**config.mk**
```make
export PLATFORM = sky130hd
export DESIGN_NAME = multicycle_ctrl
export DESIGN_NICKNAME = d
export VERILOG_FILES = /design/src/rtl/multicycle_ctrl.sv
export SDC_FILE = /design/constraint.sdc
export NUM_CORES = 1
export LEC_CHECK = 0
export ABC_CLOCK_PERIOD_IN_PS = 2850
export CORE_MARGIN = 3
export CORE_UTILIZATION = 45
export DETAILED_ROUTE_END_ITERATION = 8
export GPL_TIMING_DRIVEN = 0
export PLACE_DENSITY_LB_ADDON = 0.25
export SKIP_CTS_REPAIR_TIMING = 1
export SLEW_MARGIN = 30
export SYNTH_ARGS = -nofsm -noshare
export SYNTH_HDL_FRONTEND = slang
export SYNTH_SLANG_ARGS = --single-unit
```
**constraint.sdc**
```tcl
create_clock -name clk -period 2.85 [get_ports clk]
set_clock_uncertainty 0.2 [all_clocks]
set_input_delay 0.7125 -clock clk [delete_from_list [all_inputs] [get_ports clk]]
set_output_delay 0.7125 -clock clk [all_outputs]
set_load 0.1 [all_outputs]
```
**src/rtl/multicycle_ctrl.sv**
```systemverilog
// Multi-cycle FETCH/DECODE/EXEC/MEM/WB sequencer for the 64-bit RISC-V datapath.
// One shared memory port with req/ready handshake, retire counter and sticky halt causes.
module multicycle_ctrl #(
  parameter int unsigned RET_W       = 32,
  parameter int unsigned MEM_TIMEOUT = 15
) (
  input  logic             clk,
  input  logic             reset,
  input  logic             run_en,
  input  logic [6:0]       opcode,
  input  logic             zero,
  input  logic             mem_ready,
  output logic             mem_req,
  output logic             mem_sel,
  output logic             mem_read,
  output logic             mem_write,
  output logic             ir_write,
  output logic             mdr_write,
  output logic             pc_write,
  output logic [1:0]       pc_src,
  output logic             reg_write,
  output logic             mem_to_reg,
  output logic             jal,
  output logic             alu_src,
  output logic [1:0]       alu_op,
  output logic [2:0]       state,
  output logic             halted,
  output logic             illegal,
  output logic             timeout,
  output logic [RET_W-1:0] retired
);

  localparam int unsigned CNT_W = $clog2(MEM_TIMEOUT + 1);

  typedef enum logic [2:0] {
    S_FETCH  = 3'd0,
    S_DECODE = 3'd1,
    S_EXEC   = 3'd2,
    S_MEM    = 3'd3,
    S_WB     = 3'd4,
    S_HALT   = 3'd5
  } state_t;

  typedef enum logic [2:0] {
    C_R, C_I, C_LD, C_SD, C_BEQ, C_JAL, C_ECALL, C_ILL
  } cls_t;

  state_t           st;
  cls_t             cls;
  logic [CNT_W-1:0] wait_cnt;
  logic             ill_q;
  logic             to_q;
  logic [RET_W-1:0] ret_q;
  logic             retire;
  logic             wait_hit;

  function automatic cls_t decode_cls(input logic [6:0] op);
    case (op)
      7'b0110011: decode_cls = C_R;
      7'b0010011: decode_cls = C_I;
      7'b0000011: decode_cls = C_LD;
      7'b0100011: decode_cls = C_SD;
      7'b1100011: decode_cls = C_BEQ;
      7'b1101111: decode_cls = C_JAL;
      7'b1110011: decode_cls = C_ECALL;
      default:    decode_cls = C_ILL;
    endcase
  endfunction

  // Strobes are gated by reset so they drop the moment reset asserts,
  // even though FETCH with run_en=1 would otherwise request memory.
  always_comb begin
    mem_req    = 1'b0;
    mem_sel    = 1'b0;
    mem_read   = 1'b0;
    mem_write  = 1'b0;
    ir_write   = 1'b0;
    mdr_write  = 1'b0;
    pc_write   = 1'b0;
    pc_src     = 2'b00;
    reg_write  = 1'b0;
    mem_to_reg = 1'b0;
    jal        = 1'b0;
    alu_src    = 1'b0;
    alu_op     = 2'b00;
    retire     = 1'b0;
    if (reset) begin
      case (st)
        S_FETCH: begin
          // A nonzero wait count means a fetch is already outstanding.
          if (run_en || (wait_cnt != '0)) begin
            mem_req  = 1'b1;
            mem_read = 1'b1;
            ir_write = mem_ready;
          end
        end
        S_EXEC: begin
          case (cls)
            C_R: alu_op = 2'b10;
            C_I: begin
              alu_src = 1'b1;
              alu_op  = 2'b10;
            end
            C_LD, C_SD: alu_src = 1'b1;
            C_BEQ: begin
              alu_op   = 2'b01;
              pc_write = 1'b1;
              pc_src   = {1'b0, zero};
              retire   = 1'b1;
            end
            C_JAL: begin
              reg_write = 1'b1;
              jal       = 1'b1;
              pc_write  = 1'b1;
              pc_src    = 2'b10;
              retire    = 1'b1;
            end
            default: ;
          endcase
        end
        S_MEM: begin
          mem_req   = 1'b1;
          mem_sel   = 1'b1;
          alu_src   = 1'b1;
          mem_read  = (cls == C_LD);
          mem_write = (cls == C_SD);
          mdr_write = (cls == C_LD) && mem_ready;
          if ((cls == C_SD) && mem_ready) begin
            pc_write = 1'b1;
            retire   = 1'b1;
          end
        end
        S_WB: begin
          reg_write  = 1'b1;
          mem_to_reg = (cls == C_LD);
          if (cls == C_R) alu_op = 2'b10;
          if (cls == C_I) begin
            alu_src = 1'b1;
            alu_op  = 2'b10;
          end
          pc_write = 1'b1;
          retire   = 1'b1;
        end
        default: ;
      endcase
    end
  end

  assign wait_hit = mem_req && !mem_ready && (wait_cnt == CNT_W'(MEM_TIMEOUT - 1));

  always_ff @(posedge clk or negedge reset) begin
    if (!reset) begin
      st       <= S_FETCH;
      cls      <= C_R;
      wait_cnt <= '0;
      ill_q    <= 1'b0;
      to_q     <= 1'b0;
      ret_q    <= '0;
    end else begin
      if (retire) ret_q <= ret_q + 1'b1;
      if (mem_req) begin
        if (mem_ready || wait_hit) wait_cnt <= '0;
        else                       wait_cnt <= wait_cnt + 1'b1;
      end
      case (st)
        S_FETCH: begin
          if (wait_hit) begin
            st   <= S_HALT;
            to_q <= 1'b1;
          end else if (ir_write) begin
            st <= S_DECODE;
          end
        end
        S_DECODE: begin
          cls <= decode_cls(opcode);
          case (decode_cls(opcode))
            C_ILL: begin
              st    <= S_HALT;
              ill_q <= 1'b1;
            end
            C_ECALL: st <= S_HALT;
            default: st <= S_EXEC;
          endcase
        end
        S_EXEC: begin
          case (cls)
            C_R, C_I:   st <= S_WB;
            C_LD, C_SD: st <= S_MEM;
            default:    st <= S_FETCH;
          endcase
        end
        S_MEM: begin
          if (wait_hit) begin
            st   <= S_HALT;
            to_q <= 1'b1;
          end else if (mem_ready) begin
            st <= (cls == C_LD) ? S_WB : S_FETCH;
          end
        end
        S_WB:    st <= S_FETCH;
        S_HALT:  st <= S_HALT;
        default: st <= S_FETCH;
      endcase
    end
  end

  assign state   = st;
  assign halted  = (st == S_HALT);
  assign illegal = ill_q;
  assign timeout = to_q;
  assign retired = ret_q;

endmodule
```
## After elaboration in Yosys (flattened, before gate mapping)

Cells that the tools add are included.

| storage, ports and cells | value |
|---|---|
| bits in registers | 44 |
| ROM bits | 0 |
| latch bits | 0 |
| memories | 0 |
| output and inout bits | 53 |
| bits in writable memories | 0 |
| input port bits | 12 |

| cells by class | value |
|---|---|
| div/mod/pow operators | 0 |
| magnitude comparators | 0 |
| $mul | 0 |
| $add $sub $neg | 2 |
| eq/ne operators | 22 |
| bitwise gates (word level) | 0 |
| shift-type cells | 0 |
| multiplexer cells | 48 |
| reduce and logical (&&, ||, !) cells | 19 |

Operator list:

| cell | count |
|---|---|
| adder 32 x 1 -> 32 bit, second input constant | 1 |
| two-way mux 1 bit | 24 |
| equality test 7 bit, second input constant | 3 |
| two-way mux 3 bit | 7 |
| case mux 3 bit (7 select lines) | 1 |
| equality test 3 bit, second input constant | 6 |
| case mux 3 bit (5 select lines) | 1 |
| equality test 7 x 6 -> 1 bit, second input constant | 2 |
| equality test 3 x 2 -> 1 bit, second input constant | 4 |
| case mux 2 bit (2 select lines) | 3 |
| two-way mux 2 bit | 5 |
| OR reduction 2 bit | 5 |
| equality test 7 x 2 -> 1 bit, second input constant | 1 |
| equality test 7 x 5 -> 1 bit, second input constant | 1 |
| equality test 3 x 1 -> 1 bit, second input constant | 2 |
| zero test 3 bit | 2 |
| inequality test 3 bit, second input constant | 2 |
| case mux 1 bit (2 select lines) | 3 |
| case mux 1 bit (3 select lines) | 2 |
| case mux 3 bit (2 select lines) | 1 |
| AND reduction 2 bit | 3 |
| adder 4 x 1 -> 4 bit, second input constant | 1 |
| equality test 4 bit, second input constant | 1 |
| logical AND 1 bit | 4 |
| 5 further kinds | 6 |

## Logic depth before layout (Yosys ltp)

Gate-level depths: netlist of the first run.

| depth | value |
|---|---|
| word-level depth | 9 |
| gate-level depth with buffers | 7 |
| mapped depth without buffers | 7 |

## Worst setup path before layout of the first run

OpenSTA, ideal clock, no wires.

| timing | value |
|---|---|
| path type | reg2out |
| start point | reg st[2] (netlist: state[2]) |
| end point | out alu_op[1] |
| buffers on the path | 1 |
| arrival | 6072 ps |
| path slack | -4134 ps |
| stages on the path, launching flop included | 4 |
| cells stage by stage | dfrtp_1 > buf_2 > nand2b_1 > a2111oi_0 |

| on the way | value |
|---|---|
| word-level cells in the longest chain between the ends | 3 |
| elaborated cells between the ends (all ways) | 4 |
| classes of those cells | eq/ne (2); mux (2) |

RTL lines:

| what | line | text |
|---|---|---|
| start, declared | 48 | `state_t st;` |
| start signal, assigned | 197 | `st <= (cls == C_LD) ? S_WB : S_FETCH;` |
| equality test 3 bit / equality test 3 x 2 -> 1 bit (equally long branches) | 88 | `case (st)` |
| case mux 2 bit (2 select lines) (*) | 88 |  |
| two-way mux 2 bit (*) | 87 | `if (reset) begin` |
| end, declared | 25 | `output logic [1:0] alu_op,` |

Mark *: on every way between the ends. The rest lies on a longest branch, timed or not.

## Worst setup path in the final report of the first run

| timing | value |
|---|---|
| start point | reg st[2] (netlist: state[2]) |
| end point | out pc_write |

| on the way | value |
|---|---|
| word-level cells in the longest chain between the ends | 3 |
| elaborated cells between the ends (all ways) | 5 |
| classes of those cells | eq/ne (3); mux (2) |

RTL lines:

| what | line | text |
|---|---|---|
| equality test 3 bit / equality test 3 x 2 -> 1 bit (equally long branches) | 88 |  |
| case mux 1 bit (3 select lines) (*) | 88 |  |
| two-way mux 1 bit (*) | 87 |  |
| end, declared | 19 | `output logic pc_write,` |

Marks and branches as above.

==> results of run 1 <==
[power groups by stage]
stage / Clock, mW / Sequential [mW] / Combinational [mW]
final: 0.519 / 0.787 / 1.33
after global routing: 0.553 / 0.797 / 1.41
after CTS: 0.526 / 0.782 / 1.17
after detailed placement: 0 / 0.792 / 1.16
after global placement: 0 / 0.790 / 1.16
after floorplan: 0 / 1.04 / 0.655
[cell usage after synthesis (2+ instances only)]
cell	instances	area, µm²
sky130_fd_sc_hd__and2_1	4	25.02
sky130_fd_sc_hd__nand2b_1	9	56.30
sky130_fd_sc_hd__o41ai_1	2	17.52
sky130_fd_sc_hd__nor2_1	22	82.58
sky130_fd_sc_hd__nand4bb_1	2	22.52
sky130_fd_sc_hd__nand2_1	19	71.32
sky130_fd_sc_hd__o211ai_1	2	15.01
sky130_fd_sc_hd__nor3_1	5	25.02
sky130_fd_sc_hd__or3_1	3	18.77
sky130_fd_sc_hd__o211ai_2	2	25.02
sky130_fd_sc_hd__buf_2	6	30.03
sky130_fd_sc_hd__and3_1	3	18.77
sky130_fd_sc_hd__nor4_1	7	43.79
sky130_fd_sc_hd__xnor2_1	13	113.9
sky130_fd_sc_hd__xor2_1	20	175.2
sky130_fd_sc_hd__o21ai_0	13	65.06
sky130_fd_sc_hd__nor4_2	2	25.02
sky130_fd_sc_hd__a21oi_1	9	45.04
sky130_fd_sc_hd__nand3_1	10	50.05
sky130_fd_sc_hd__clkbuf_1	2	7.510
sky130_fd_sc_hd__inv_1	19	71.32
sky130_fd_sc_hd__nor3_2	14	140.1
sky130_fd_sc_hd__dfrtp_1	44	1101
sky130_fd_sc_hd__nand4_1	10	62.56
sky130_fd_sc_hd__ha_1	4	50.05
sky130_fd_sc_hd__o21a_1	2	15.01
[cell type report]
cell class	instances	area [µm²]
Fill cell	396	1535
Multi-Input combinational cell	196	1510
Sequential cell	44	1111
Timing Repair Buffer	72	777.0
Clock buffer	7	96.34
Tap cell	70	87.58
Inverter	19	78.83
Buffer	10	76.32
Clock inverter	1	30.03
[worst paths after layout]
check	slack (ps)	cells past startpoint	start	to
max in group asynchronous	2250	1	reset	state[0]
setup / recovery	-80	6	state[2]	pc_write
hold reg to reg	280	1	retired[31]	retired[31]
setup reg to reg	620	7	wait_cnt[0]	wait_cnt[3]
min in group clk	280	1	retired[31]	retired[31]
hold / removal	20	1	reset	cls[0]
[flip-flops by register name, summed over array words and instances (netlist names)]
name	flops
cls	3
wait_cnt	4
state	3
illegal	1
retired	32
timeout	1
[worst reg2reg max path, stage by stage (launching register included)]
cell	delay (ps)
sky130_fd_sc_hd__dfrtp_1	410
sky130_fd_sc_hd__inv_2	80
sky130_fd_sc_hd__ha_4	150
sky130_fd_sc_hd__nor4b_4	140
sky130_fd_sc_hd__or3_1	400
sky130_fd_sc_hd__a21o_4	240
sky130_fd_sc_hd__buf_4	150
sky130_fd_sc_hd__o41ai_1	340
[through the flow]
step / TNS [ps] / setup WS, ps
after floorplan: -713.2 / -261.2
after global placement: -140600 / -3402
after detailed placement: -21050 / -1539
after CTS: -19040 / -1546
after global routing: -366.7 / -152.5
final: -118.3 / -80.36
[kinds of logic after synthesis]
family                     count (synthesis)  synth area share
AOI/OAI and AO/OA                         40            0.1023
adders and majority gates                  4           0.01958
xor gates and xnor gates                  33            0.1131
DFF                                       44            0.4307
and+or+nand+nor                          118            0.2800
muxes                                      1          0.004405
buffers and inverters                     29           0.04993
[per-layer routing]
layer  wire length (µm)  vias up
met4                 72        0
met1               2926     1103
met5                  0        -
met2               3151       65
met3                338        6
li1                   -     1103
==> impl_metrics.xml, run 1 <==
<?xml version="1.0" encoding="UTF-8"?>
<metrics>
  <group name="cts">
    <metric name="clk_root_buffer_cell" unit="">sky130_fd_sc_hd__clkbuf_8</metric>
    <metric name="cts-root-to-sink-buffers" unit="">2</metric>
    <metric name="clkSinkCount" unit="">44</metric>
    <metric name="clkTransAtPathRegs" unit="ps">80</metric>
    <metric name="number_of_buffers_created_by_cts" unit="">5</metric>
    <metric name="clk_latency" unit="ps">290</metric>
    <metric name="clock_tree_from_tritoncts" unit="">done</metric>
    <metric name="htree_levels" unit="">2</metric>
  </group>
  <group name="route">
    <metric name="dr_total_vias" unit="">2277</metric>
    <metric name="totalWireLength" unit="mm">6.490</metric>
    <metric name="drt_drc_violations_left" unit="">0</metric>
    <metric name="avgViaCountPerCell" unit="">5.434</metric>
    <metric name="drt_iter0_markers" unit="">108</metric>
    <metric name="drt.antenna.violating_nets" unit="">0</metric>
    <metric name="first_pass_iters" unit="">4</metric>
    <metric name="wl_per_cell" unit="µm">15.49</metric>
  </group>
  <group name="finish">
    <metric name="instances_no_fill" unit="">419</metric>
    <metric name="drive_above_1_share" unit="">0.2779</metric>
    <metric name="antenna_cells_inserted" unit="">0</metric>
    <metric name="mostFrequentLayoutCells" unit="">40 x sky130_fd_sc_hd__dfrtp_1, 37 x sky130_fd_sc_hd__clkdlybuf4s50_1, 20 x sky130_fd_sc_hd__xor2_1</metric>
    <metric name="final_util" unit="">0.7105</metric>
    <metric name="layout.nets" unit="">364</metric>
    <metric name="layout.cell_area.non_filler" unit="mm²">0.003767</metric>
    <metric name="final_common_cell" unit="">sky130_fd_sc_hd__dfrtp_1</metric>
    <metric name="area_growth" unit="%">47.38</metric>
  </group>
  <group name="timing">
    <metric name="period_share" unit="">1.028</metric>
    <metric name="maxClockFrequency" unit="GHz">0.3413</metric>
    <metric name="worst_hold_slack" unit="ps">23.12</metric>
    <metric name="finalMaxSlewViolations" unit="">0</metric>
    <metric name="timing_hold_violations_final" unit="">0</metric>
    <metric name="layout_min_cycle_time" unit="ps">2930</metric>
    <metric name="max-slew-margin-rel" unit="">0.3223</metric>
    <metric name="setup_viol_count_final" unit="">2</metric>
    <metric name="timing.final.ws_setup" unit="ps">-80.36</metric>
    <metric name="rsz_0062_raised_after_global_routing" unit="">true</metric>
    <metric name="worst_slew_pin_slew" unit="ps">1013</metric>
  </group>
  <group name="logic_synthesis">
    <metric name="avgSynthCellArea" unit="µm²">9.503</metric>
    <metric name="netlist_area" unit="mm²">0.002556</metric>
    <metric name="synth.yosys.seq_area_share" unit="">0.4307</metric>
    <metric name="synth_nets" unit="">285</metric>
    <metric name="number_of_library_cell_types_mapped_by_synthesis" unit="">47</metric>
    <metric name="count_of_flip_flops_with_a_built_in_enable_after_synthesis" unit="">0</metric>
    <metric name="synth_seq_cells" unit="">44</metric>
    <metric name="async_flop_share" unit="">1.000</metric>
    <metric name="synth-main-ff-cell" unit="">sky130_fd_sc_hd__dfrtp_1</metric>
    <metric name="synth_cells" unit="">269</metric>
    <metric name="synth_warnings" unit="">0</metric>
  </group>
  <group name="global_route">
    <metric name="vias_in_the_first_global_route" unit="">2080</metric>
    <metric name="gr-usage-met1" unit="">0.2847</metric>
    <metric name="global_route.usage.met3" unit="">0.03769</metric>
    <metric name="grt_overflow" unit="">0</metric>
    <metric name="gr-max-usage-layer" unit="">met2</metric>
    <metric name="initial_antenna_violation_count" unit="">0</metric>
    <metric name="global_route_wire_length_before_repair" unit="mm">10.17</metric>
    <metric name="grt_start_max_net_pins" unit="">50</metric>
    <metric name="groute.layer.met2.usage" unit="">0.2989</metric>
    <metric name="groute.usage.overall" unit="">0.1954</metric>
  </group>
  <group name="critical_path">
    <metric name="timing.critical_path.cells" unit="">nand2b_4, buf_6, nor4_4, o21a_1, clkbuf_4, buf_12</metric>
    <metric name="slowest_stage_delay_on_critical_path" unit="ps">510</metric>
    <metric name="crit_type" unit="">reg -&gt; out</metric>
    <metric name="required" unit="ps">1940</metric>
    <metric name="worst_path_dominant_cell_family" unit="">buffers and inverters</metric>
    <metric name="crit_path_max_fanout" unit="">8</metric>
    <metric name="timing.critical_path.from_type" unit="">register</metric>
    <metric name="cp_slowest_cell" unit="">sky130_fd_sc_hd__dfrtp_4</metric>
    <metric name="setup.worst_path.end_class" unit="">output pin</metric>
    <metric name="crit_arrival" unit="ps">2020</metric>
    <metric name="crit_buf_inv" unit="">3</metric>
  </group>
  <group name="place">
    <metric name="dp.cells" unit="">403</metric>
    <metric name="detail_placement_hpwl" unit="mm">4.443</metric>
    <metric name="globalplace.congestion" unit="">0.8681</metric>
    <metric name="dpl_cell_area" unit="mm²">0.003406</metric>
    <metric name="io_buffers" unit="">64</metric>
  </group>
  <group name="power_and_ir_drop">
    <metric name="internal_power" unit="mW">1.435</metric>
    <metric name="power_frac_seq" unit="">0.298</metric>
    <metric name="cellLeakagePower" unit="nW">1.741</metric>
    <metric name="power.switching" unit="mW">1.204</metric>
    <metric name="vdd_ir_drop_max" unit="V">0.0009110</metric>
    <metric name="portion_of_total_power_attributed_to_combinational_logic" unit="">0.505</metric>
    <metric name="power_share_of_the_clock_group" unit="">0.197</metric>
    <metric name="switching_power_as_a_share_of_total_power" unit="">0.4562</metric>
    <metric name="power.total" unit="mW">2.639</metric>
    <metric name="p_per_area" unit="mW/mm²">700.4</metric>
  </group>
  <group name="die">
    <metric name="die_w" unit="µm">81.37</metric>
    <metric name="floorplan.die_area" unit="mm²">0.006621</metric>
    <metric name="io_pins" unit="">65</metric>
    <metric name="die-height" unit="µm">81.37</metric>
    <metric name="core_area" unit="mm²">0.005303</metric>
    <metric name="initial_utilization" unit="">0.4821</metric>
    <metric name="std_cell_rows" unit="">26</metric>
  </group>
  <group name="flow_run">
    <metric name="timing.max_cap.violations" unit="">0</metric>
  </group>
  <group name="run_status">
    <metric name="outcome" unit="">finished, violations left</metric>
    <metric name="violations" unit="">negative setup slack</metric>
  </group>
  <group name="hold_path">
    <metric name="path_class_of_the_lowest_slack_min_delay_path" unit="">in -&gt; async</metric>
  </group>
</metrics>
Power figures use the tool's default switching activity.
==> inputs of run 2 (changes only) <==
Settings changed: CORE_MARGIN 3 to default, HOLD_SLACK_MARGIN from default to 0.03.
==> run 2 against run 1 <==
The run now ends clean. Sequential power about the same. Core utilization decreased by 1.7 points. Final area increased by 1.3%. Critical path type unchanged. Critical endpoint is now mem_req. Largest cell class unchanged.
==> impl_metrics.xml, run 2 (synthesis results as in run 1) <==
<?xml version="1.0" encoding="UTF-8"?>
<metrics>
  <group name="place">
    <metric name="dp.cells" unit="">405</metric>
    <metric name="preCtsSetupSlack" unit="ps">-1496</metric>
    <metric name="detail_placement_hpwl" unit="mm">4.235</metric>
    <metric name="io_buffers" unit="">64</metric>
    <metric name="globalplace.congestion" unit="">0.8635</metric>
  </group>
  <group name="power_and_ir_drop">
    <metric name="power_share_of_the_clock_group" unit="">0.153</metric>
    <metric name="internal_power" unit="mW">1.365</metric>
    <metric name="vdd_ir_drop_max" unit="V">0.0006034</metric>
    <metric name="power.switching" unit="mW">1.223</metric>
    <metric name="switching_power_as_a_share_of_total_power" unit="">0.4725</metric>
    <metric name="p_per_area" unit="mW/mm²">678.1</metric>
    <metric name="power_frac_seq" unit="">0.303</metric>
    <metric name="cellLeakagePower" unit="nW">1.782</metric>
    <metric name="portion_of_total_power_attributed_to_combinational_logic" unit="">0.544</metric>
  </group>
  <group name="cts">
    <metric name="clk_latency" unit="ps">290</metric>
    <metric name="number_of_buffers_created_by_cts" unit="">5</metric>
    <metric name="htree_levels" unit="">2</metric>
    <metric name="cts-root-to-sink-buffers" unit="">2</metric>
    <metric name="clock_tree_from_tritoncts" unit="">done</metric>
    <metric name="clk_root_buffer_cell" unit="">sky130_fd_sc_hd__clkbuf_8</metric>
    <metric name="clkTransAtPathRegs" unit="ps">80</metric>
    <metric name="clkSinkCount" unit="">44</metric>
  </group>
  <group name="timing">
    <metric name="timing.final.ws_setup" unit="ps">4.218</metric>
    <metric name="rsz_0062_raised_after_global_routing" unit="">true</metric>
    <metric name="setup_viol_count_final" unit="">0</metric>
    <metric name="worst_hold_slack" unit="ps">54.27</metric>
    <metric name="max-slew-margin-rel" unit="">0.3410</metric>
    <metric name="worst_slew_pin_slew" unit="ps">986.8</metric>
    <metric name="period_share" unit="">0.9985</metric>
    <metric name="finalMaxSlewViolations" unit="">0</metric>
    <metric name="timing_hold_violations_final" unit="">0</metric>
    <metric name="layout_min_cycle_time" unit="ps">2846</metric>
    <metric name="maxClockFrequency" unit="GHz">0.3514</metric>
  </group>
  <group name="critical_path">
    <metric name="r2r-end" unit="">wait_cnt[3]</metric>
    <metric name="reg2reg_from" unit="">wait_cnt[0]</metric>
    <metric name="crit_type" unit="">reg -&gt; out</metric>
    <metric name="r2r_cells" unit="">8</metric>
    <metric name="setup.worst_path.end_class" unit="">output pin</metric>
    <metric name="crit_path_max_fanout" unit="">6</metric>
    <metric name="timing.critical_path.from_type" unit="">register</metric>
    <metric name="r2r_setup_slk" unit="ps">560</metric>
    <metric name="required" unit="ps">1940</metric>
    <metric name="crit_arrival" unit="ps">1930</metric>
  </group>
  <group name="global_route">
    <metric name="global_route_wire_length_before_repair" unit="mm">9.880</metric>
    <metric name="vias_in_the_first_global_route" unit="">2036</metric>
    <metric name="grt_overflow" unit="">0</metric>
    <metric name="grt_start_max_net_pins" unit="">50</metric>
    <metric name="groute.usage.overall" unit="">0.2054</metric>
    <metric name="initial_antenna_violation_count" unit="">0</metric>
  </group>
  <group name="flow_run">
    <metric name="timing.max_cap.violations" unit="">0</metric>
  </group>
  <group name="die">
    <metric name="std_cell_rows" unit="">27</metric>
    <metric name="initial_utilization" unit="">0.4642</metric>
    <metric name="floorplan.die_area" unit="mm²">0.005986</metric>
    <metric name="die_w" unit="µm">77.37</metric>
    <metric name="io_pins" unit="">65</metric>
    <metric name="die-height" unit="µm">77.37</metric>
    <metric name="core_area" unit="mm²">0.005507</metric>
  </group>
  <group name="run_status">
    <metric name="outcome" unit="">complete, no violations</metric>
  </group>
  <group name="route">
    <metric name="drt_iter0_markers" unit="">219</metric>
    <metric name="first_pass_iters" unit="">4</metric>
    <metric name="avgViaCountPerCell" unit="">5.291</metric>
    <metric name="totalWireLength" unit="mm">6.508</metric>
    <metric name="wl_per_cell" unit="µm">15.17</metric>
    <metric name="drt.antenna.violating_nets" unit="">0</metric>
    <metric name="drt_drc_violations_left" unit="">0</metric>
    <metric name="dr_total_vias" unit="">2270</metric>
  </group>
  <group name="finish">
    <metric name="largest_register_ff_count" unit="">32</metric>
    <metric name="layout.nets" unit="">372</metric>
    <metric name="drive_above_1_share" unit="">0.2857</metric>
    <metric name="final_common_cell" unit="">sky130_fd_sc_hd__dfrtp_1</metric>
    <metric name="area_growth" unit="%">49.34</metric>
    <metric name="instances_no_fill" unit="">429</metric>
    <metric name="final_util" unit="">0.6933</metric>
    <metric name="antenna_cells_inserted" unit="">0</metric>
    <metric name="mostFrequentLayoutCells" unit="">40 x sky130_fd_sc_hd__dfrtp_1, 36 x sky130_fd_sc_hd__clkdlybuf4s50_1, 20 x sky130_fd_sc_hd__xor2_1</metric>
  </group>
  <group name="hold_path">
    <metric name="path_class_of_the_lowest_slack_min_delay_path" unit="">in -&gt; async</metric>
  </group>
</metrics>
## run 2: cell types whose count changed in the layout (fill, tap and decap cells not counted)
| cell | before | now |
|---|---|---|
| sky130_fd_sc_hd__clkdlybuf4s50_1 | 37 | 36 |
| sky130_fd_sc_hd__nor4_4 | 4 | 5 |
| sky130_fd_sc_hd__bufinv_16 | 1 | 0 |
| sky130_fd_sc_hd__nand2_2 | 2 | 1 |
| sky130_fd_sc_hd__buf_4 | 9 | 16 |
| sky130_fd_sc_hd__clkbuf_2 | 5 | 3 |
| sky130_fd_sc_hd__clkinv_2 | 0 | 2 |
| sky130_fd_sc_hd__clkbuf_4 | 2 | 3 |
| sky130_fd_sc_hd__nand2_1 | 17 | 18 |
| sky130_fd_sc_hd__nor4_2 | 3 | 2 |
| sky130_fd_sc_hd__dlygate4sd3_1 | 0 | 1 |
| sky130_fd_sc_hd__clkbuf_8 | 7 | 6 |
| sky130_fd_sc_hd__dlymetal6s2s_1 | 9 | 11 |
## run 2: critical path, stage by stage (launching register included)
cell	delay (ps)
sky130_fd_sc_hd__dfrtp_1	390
sky130_fd_sc_hd__inv_2	70
sky130_fd_sc_hd__ha_4	150
sky130_fd_sc_hd__nor4b_4	130
sky130_fd_sc_hd__or3_1	380
sky130_fd_sc_hd__a21o_4	240
sky130_fd_sc_hd__clkinvlp_4	100
sky130_fd_sc_hd__buf_12	170
## run 2: worst max-delay path by stage
stage                     start   endpoint  slack, ps  cells past startpoint
detailed placement        reset   pc_write      -1500                      6
floorplan              state[2]  pc_src[0]       -260                      5
finish              wait_cnt[0]    mem_req          4                      7
CTS                       reset   pc_write      -1500                      6
global placement          reset   pc_write      -3380                      6
global route        wait_cnt[1]    mem_req        -70                      7
## run 2: power groups by stage
stage	sequential, mW	combinational (mW)	clock [mW]
2_1_floorplan	1.04	0.655	0
3_3_place_gp	0.790	1.15	0
3_5_place_dp	0.791	1.17	0
4_1_cts	0.780	1.17	0.405
5_1_grt	0.794	1.48	0.438
6_report	0.785	1.41	0.395
## run 2: cell type report
type / instances / area (µm²)
Sequential cell: 44 / 1111
Inverter: 19 / 78.83
Fill cell: 416 / 1689
Timing Repair Buffer: 80 / 848.3
Multi-Input combinational cell: 196 / 1516
Buffer: 10 / 80.08
Clock inverter: 2 / 10.01
Tap cell: 72 / 90.09
Clock buffer: 6 / 82.58
## run 2: per-stage QoR
stage / TNS (ps) / instance area [µm²] / power [mW]
6_report: 0 / 3817 / 2.589
3_5_place_dp: -19860 / 3408 / 1.958
4_1_cts: -18910 / 3501 / 2.354
2_1_floorplan: -713.2 / 2680 / 1.697
5_1_grt: -108.5 / 3817 / 2.715
3_3_place_gp: -137470 / 3411 / 1.944
## run 2: per-layer routing
| layer | wire length [µm] | global-route usage | vias to the layer above |
|---|---|---|---|
| met5 | 0 | 0 | - |
| met4 | 60 | 0.07170 | 0 |
| met3 | 260 | 0.03882 | 4 |
| met2 | 3123 | 0.3018 | 69 |
| met1 | 3064 | 0.3016 | 1090 |
| li1 | - | - | 1107 |
